$ cat src/rtl/ws2812_pkg.sv
// Shared WS2812 timing constants and receiver state encoding.
package ws2812_pkg;

  localparam int unsigned CLK_FRE      = 27_000_000;
  localparam int unsigned WS2812_WIDTH = 24;
  localparam int unsigned T_BIT_THRESH = CLK_FRE / 1_000_000 * 5 / 8;
  localparam int unsigned T_GLITCH     = 3;
  localparam int unsigned T_HIGH_MAX   = CLK_FRE / 1_000_000 * 2;
  localparam int unsigned DELAY_RESET  = CLK_FRE / 1_000_000 * 50;

  typedef enum logic [1:0] {
    ST_IDLE = 2'd0,
    ST_LOW  = 2'd1,
    ST_HIGH = 2'd2
  } ws2812_state_e;

endpackage

$ cat src/rtl/ws2812_sync.sv
// Two-flop synchronizer bringing the asynchronous data line into the clk domain.
module ws2812_sync (
  input  logic clk,
  input  logic rst,
  input  logic d_i,
  output logic q_o
);

  logic meta_q;
  logic sync_q;

  always_ff @(posedge clk or posedge rst) begin
    if (rst) begin
      meta_q <= 1'b0;
      sync_q <= 1'b0;
    end else begin
      meta_q <= d_i;
      sync_q <= meta_q;
    end
  end

  assign q_o = sync_q;

endmodule

$ cat src/rtl/ws2812_rx.sv
// WS2812 receiver: decodes pulse widths into an LED word, then forwards the
// remainder of the frame to downstream LEDs.
module ws2812_rx
  import ws2812_pkg::*;
#(
  parameter int unsigned CLK_FRE      = ws2812_pkg::CLK_FRE,
  parameter int unsigned WS2812_WIDTH = ws2812_pkg::WS2812_WIDTH,
  parameter int unsigned T_BIT_THRESH = CLK_FRE / 1_000_000 * 5 / 8,
  parameter int unsigned T_GLITCH     = 3,
  parameter int unsigned T_HIGH_MAX   = CLK_FRE / 1_000_000 * 2,
  parameter int unsigned DELAY_RESET  = CLK_FRE / 1_000_000 * 50
) (
  input  logic                    clk,
  input  logic                    rst,
  input  logic                    din,
  output logic                    dout,
  output logic [WS2812_WIDTH-1:0] rgb_data,
  output logic                    data_valid,
  output logic                    frame_done,
  output logic                    bit_err
);

  localparam int unsigned CNT_MAX = (DELAY_RESET > T_HIGH_MAX) ? DELAY_RESET : T_HIGH_MAX;
  localparam int unsigned CNT_W   = $clog2(CNT_MAX + 1);
  localparam int unsigned BIT_W   = $clog2(WS2812_WIDTH + 1);

  logic din_s;

  ws2812_sync u_sync (
    .clk (clk),
    .rst (rst),
    .d_i (din),
    .q_o (din_s)
  );

  ws2812_state_e           state_q, state_d;
  logic [CNT_W-1:0]        cnt_q, cnt_d, cnt_inc;
  logic [BIT_W-1:0]        bit_cnt_q, bit_cnt_d;
  logic [WS2812_WIDTH-1:0] shift_q, shift_d;
  logic [WS2812_WIDTH-1:0] rgb_q, rgb_d;
  logic                    pass_q, pass_d;
  logic                    dout_q;
  logic                    valid_q, valid_d;
  logic                    done_q, done_d;
  logic                    err_q, err_d;
  logic                    bit_ok, bit_val;

  always_ff @(posedge clk or posedge rst) begin
    if (rst) begin
      state_q   <= ST_IDLE;
      cnt_q     <= '0;
      bit_cnt_q <= '0;
      shift_q   <= '0;
      rgb_q     <= '0;
      pass_q    <= 1'b0;
      dout_q    <= 1'b0;
      valid_q   <= 1'b0;
      done_q    <= 1'b0;
      err_q     <= 1'b0;
    end else begin
      state_q   <= state_d;
      cnt_q     <= cnt_d;
      bit_cnt_q <= bit_cnt_d;
      shift_q   <= shift_d;
      rgb_q     <= rgb_d;
      pass_q    <= pass_d;
      dout_q    <= pass_q & din_s;
      valid_q   <= valid_d;
      done_q    <= done_d;
      err_q     <= err_d;
    end
  end

  // One counter serves as low-time counter in IDLE/LOW and high-time counter in HIGH.
  always_comb begin
    state_d   = state_q;
    cnt_d     = cnt_q;
    bit_cnt_d = bit_cnt_q;
    shift_d   = shift_q;
    rgb_d     = rgb_q;
    pass_d    = pass_q;
    valid_d   = 1'b0;
    done_d    = 1'b0;
    err_d     = 1'b0;
    bit_ok    = 1'b0;
    bit_val   = 1'b0;
    cnt_inc   = cnt_q + CNT_W'(1);

    case (state_q)
      ST_IDLE: begin
        if (din_s) begin
          cnt_d = '0;
        end else begin
          cnt_d = cnt_inc;
          if (cnt_inc == CNT_W'(DELAY_RESET)) state_d = ST_LOW;
        end
      end
      ST_LOW: begin
        if (din_s) begin
          state_d = ST_HIGH;
          cnt_d   = CNT_W'(1);
        end else if (cnt_q != CNT_W'(DELAY_RESET)) begin
          // Counter parks at DELAY_RESET so the frame end fires only once.
          cnt_d = cnt_inc;
          if (cnt_inc == CNT_W'(DELAY_RESET)) begin
            done_d    = (bit_cnt_q != '0);
            bit_cnt_d = '0;
            pass_d    = 1'b0;
          end
        end
      end
      ST_HIGH: begin
        if (din_s) begin
          if (cnt_inc >= CNT_W'(T_HIGH_MAX)) begin
            err_d     = 1'b1;
            bit_cnt_d = '0;
            pass_d    = 1'b0;
            state_d   = ST_IDLE;
            cnt_d     = '0;
          end else begin
            cnt_d = cnt_inc;
          end
        end else begin
          state_d = ST_LOW;
          cnt_d   = CNT_W'(1);
          if (cnt_q >= CNT_W'(T_GLITCH)) begin
            bit_ok  = 1'b1;
            bit_val = (cnt_q > CNT_W'(T_BIT_THRESH));
          end
        end
      end
      default: begin
        state_d = ST_IDLE;
        cnt_d   = '0;
      end
    endcase

    if (bit_ok && (bit_cnt_q != BIT_W'(WS2812_WIDTH))) begin
      shift_d[bit_cnt_q] = bit_val;
      bit_cnt_d          = bit_cnt_q + BIT_W'(1);
      if (bit_cnt_q == BIT_W'(WS2812_WIDTH - 1)) begin
        rgb_d   = shift_d;
        valid_d = 1'b1;
        pass_d  = 1'b1;
      end
    end
  end

  assign dout       = dout_q;
  assign rgb_data   = rgb_q;
  assign data_valid = valid_q;
  assign frame_done = done_q;
  assign bit_err    = err_q;

endmodule

$ cat config.mk
export PLATFORM = sky130hd
export DESIGN_NAME = ws2812_rx
export DESIGN_NICKNAME = d
export VERILOG_FILES = /design/src/rtl/ws2812_pkg.sv /design/src/rtl/ws2812_sync.sv /design/src/rtl/ws2812_rx.sv
export SDC_FILE = /design/constraint.sdc
export NUM_CORES = 1
export LEC_CHECK = 0
export BUFFER_PORTS_ARGS = -buffer_cell sky130_fd_sc_hd__clkbuf_2
export CAP_MARGIN = 10
export CORE_MARGIN = 1
export CORE_UTILIZATION = 65
export DETAILED_ROUTE_END_ITERATION = 8
export PLACE_DENSITY = 0.85
export SLEW_MARGIN = 30
export SYNTH_ARGS = -nofsm -noshare
export SYNTH_HDL_FRONTEND = slang
export SYNTH_SLANG_ARGS = --single-unit
$ cat constraint.sdc
create_clock -name clk -period 5.6 [get_ports clk]
set_input_delay 0.56 -clock clk [delete_from_list [all_inputs] [get_ports clk]]
set_output_delay 0.56 -clock clk [all_outputs]
set_load 0.01 [all_outputs]
==> impl_metrics.env <==
export IMPL_finClkSkew_ps=15.52
export IMPL_clkTransAtPathRegs_ps=80
export IMPL_critPathKind="register to register"
export IMPL_syn_area_sq_um=3923
export IMPL_synthAdderAreaFrac_pct=4.147
export IMPL_synth_top_family_by_area="simple AND/OR/NAND/NOR gates"
export IMPL_hold_violations=0
export IMPL_layout_min_cycle_time_ps=3315
export IMPL_avgRoutedWirePerCell_microns=17.33
export IMPL_synth_distinct_cells=66
export IMPL_synth_simple_area_share_pct=18.15
export IMPL_worst_slew_pin_slew_ps=1017
export IMPL_grt_max_degree=73
export IMPL_dp_hpwl_mm=5.607
export IMPL_die_area_sq_um=6349
export IMPL_yosysTopAreaCellShare_pct=45.93
export IMPL_rsz0062_at_grt="false"
export IMPL_wl_mm=8.442
export IMPL_setup_viol=0
export IMPL_cap_viol_max_count=0
export IMPL_cts_resized_gates=0
export IMPL_ys_async_sr_fraction_pct=100.0
export IMPL_filler_cell_count=411
export IMPL_cts_hold_repair_buffers=0
export IMPL_crit_fanout=43
export IMPL_cp_required_ps=5830
export IMPL_initial_core_util_pct=69.11
export IMPL_drive_above_1_share_pct=18.80
export IMPL_synthesis_nets=415
export IMPL_syn_avg_cell_area_sq_um=9.831
export IMPL_routed_top_layer="met4"
export IMPL_cts_buffers=9
export IMPL_syn_to_final_growth_pct=10.08
export IMPL_route_detailed_drc=0
export IMPL_synth_seq_cells=72
export IMPL_status="finished, final reports clean"
export IMPL_htreeDepth=3
export IMPL_place_gp_congestion=0.8949
export IMPL_setup_ws_ps=2285
export IMPL_irDropWorstVdd_mv=0.2724
export IMPL_fmax_mhz=301.7
export IMPL_synth_edff_count=0
export IMPL_antenna_found_initial=0
export IMPL_synthFlopType="dfrtp_1"
export IMPL_cts_setup_buffers=0
export IMPL_synth_xor_area_share_pct=2.903
export IMPL_hp_class="input port to register"
export IMPL_port_buffers=30
export IMPL_synth_compound_area_share_pct=16.08
export IMPL_power_density_nw_per_um2=248.4
export IMPL_leakagePower_nw=1.941
export IMPL_synth_warnings=0
export IMPL_core_region_area_sq_um=5675
export IMPL_final_area_sq_um=4318
export IMPL_met3_length_microns=409
export IMPL_start_kind="register"
export IMPL_cts_sinks=72
export IMPL_gr_total_overflow=0
export IMPL_seq_area_sq_um=1802
export IMPL_detail_route_antenna_nets=0
export IMPL_timing_final_crit_share_pct=59.19
export IMPL_synth_area_leaders="dfrtp_1 (46%), nand2_1 (5.2%), ha_1 (4.1%)"
export IMPL_final_nets=426
export IMPL_yosys_area_top_type="dfrtp_1"
export IMPL_synthMuxAreaShare_pct=7.719
export IMPL_grt_util_all_layers_pct=29.95
export IMPL_synth_cells=399
export IMPL_die_w_microns=79.68
export IMPL_wl_met1_mm=3.929
export IMPL_grt_pass1_vias=2908
export IMPL_post_place_ws_ps=2318
export IMPL_cts_tree="done"
export IMPL_cp_arrival_ps=3540
export IMPL_io_pins=31
export IMPL_multi_input_area_sq_um=1959
export IMPL_clock_path_buffers=2
export IMPL_finalMaxSlewViolations=0
export IMPL_grt_pass1_wl_mm=14.23
export IMPL_maxSlewHeadroom_pct=32.06
export IMPL_vias_per_cell=6.468
export IMPL_routed_via_count=3150
export IMPL_clk_latency_ps=360
export IMPL_cts_root_buf="clkbuf_8"
export IMPL_rows=27
export IMPL_antenna_cells=0
export IMPL_setup_tns_ps=0
export IMPL_end_kind="register"
export IMPL_drt_iter0_drc=277
export IMPL_postPlaceCellArea_sq_um=4055
export IMPL_synth_seq_area_share_pct=45.93
export IMPL_dr_wl_met2_mm=3.911
export IMPL_dr_pass1_iters=5
export IMPL_die_h_microns=79.68
## cell usage in the layout, fill, tap and decap left out, types with 3 or more instances in the layout
cell	synthesis	final
nor3_1	14	12
xor2_1	7	7
and2_1	4	4
o2bb2ai_1	5	5
ha_1	13	13
a21oi_1	4	4
nand2_1	54	54
nand4_1	9	9
a32o_1	9	9
mux2i_1	13	13
nor2_1	15	15
dfrtp_1	72	72
o21ai_0	31	31
mux2_2	14	14
o22ai_1	3	3
xnor2_1	6	6
bufinv_16	0	3
a22oi_1	3	3
inv_1	13	12
clkbuf_2	1	30
clkbuf_8	0	10
and4_1	4	4
nand3_1	20	20
## metrics by stage
| step | utilization, % | instances | power, mW | hold WS [ps] |
|---|---|---|---|---|
| 2_1_floorplan | - | 399 | 0.5583 | 331.2 |
| 3_3_place_gp | 71.10 | 471 | 0.5652 | 340.1 |
| 3_5_place_dp | 71.45 | 471 | 0.5669 | 360.2 |
| 4_1_cts | 75.90 | 487 | 1.081 | 308.0 |
| 5_1_grt | 76.08 | 487 | 1.110 | 305.1 |
| 6_report | 76.08 | 487 | 1.073 | 322.3 |
## path summary, 6_finish.rpt
| kind | start | to | slack, ps | depth (start not counted) |
|---|---|---|---|---|
| worst max-delay path | cnt_q[0] | rgb_data[6] | 2290 | 6 |
| worst min-delay path | din | u_sync.meta_q | 320 | 1 |
| worst max register to register | cnt_q[0] | rgb_data[6] | 2290 | 6 |
| worst min register to register | u_sync.meta_q | u_sync.q_o | 370 | 0 |
| max in group asynchronous | rst | shift_q[5] | 4800 | 3 |
| min in group asynchronous | rst | rgb_data[21] | 350 | 3 |
## registers in the layout (all words and copies together), names as in the netlist
register and flops:
rgb_data 24, shift_q 23, cnt_q 11, bit_cnt_q 5
state_q 2, bit_err 1, data_valid 1, dout 1
frame_done 1, pass_q 1, u_sync.meta_q 1, u_sync.q_o 1
## cells in the mapped netlist (all sizes together), types with 4 or more instances
library cell	count
nand4	9
xnor2	6
o2bb2ai	5
mux2	15
nor2	15
mux2i	13
clkbuf	12
a21oi	5
o21ai	33
dfrtp	72
and4	4
inv	13
ha	13
a32o	9
nor3	14
nand3	21
and2	4
nand2	54
buf	19
xor2	7
## layout make-up
cell class,count,area share (%)
Clock inverter,6,2.666
Timing Repair Buffer,31,3.738
Tap cell,72,2.086
Inverter,14,1.217
Sequential cell,72,41.73
Clock buffer,10,3.187
Multi-Input combinational cell,282,45.38
## worst max-delay path, cell delays in order, from the launching register on
cell	delay (ps)
dfrtp_1	520
ha_1	460
a211oi_1	80
and4_1	280
nor3_4	620
nand3_2	700
mux2_2	510
## cells by family (layout without fill, tap and decap cells)
group                    after synthesis  after routing
multiplexers                          28             28
buffers and inverters                 45             61
adder cells (fa/ha/maj)               13             13
XOR/XNOR                              13             13
AND/OR/NAND/NOR                      140            140
AO/OA/AOI/OAI                         88             88
flip-flops                            72             72
## routing by layer
| metal | GRT usage [%] | vias up |
|---|---|---|
| li1 | - | 1463 |
| met1 | 41.23 | 1567 |
| met2 | 44.62 | 99 |
| met3 | 8.114 | 21 |
| met4 | 12.36 | 0 |
| met5 | 0 | - |
## power by group
part           internal (mW)  switching, mW
logic                0.00859         0.0211
registers              0.522        0.00574
clock network          0.310          0.205
Note: power is estimated with default switching activity, not from simulation.
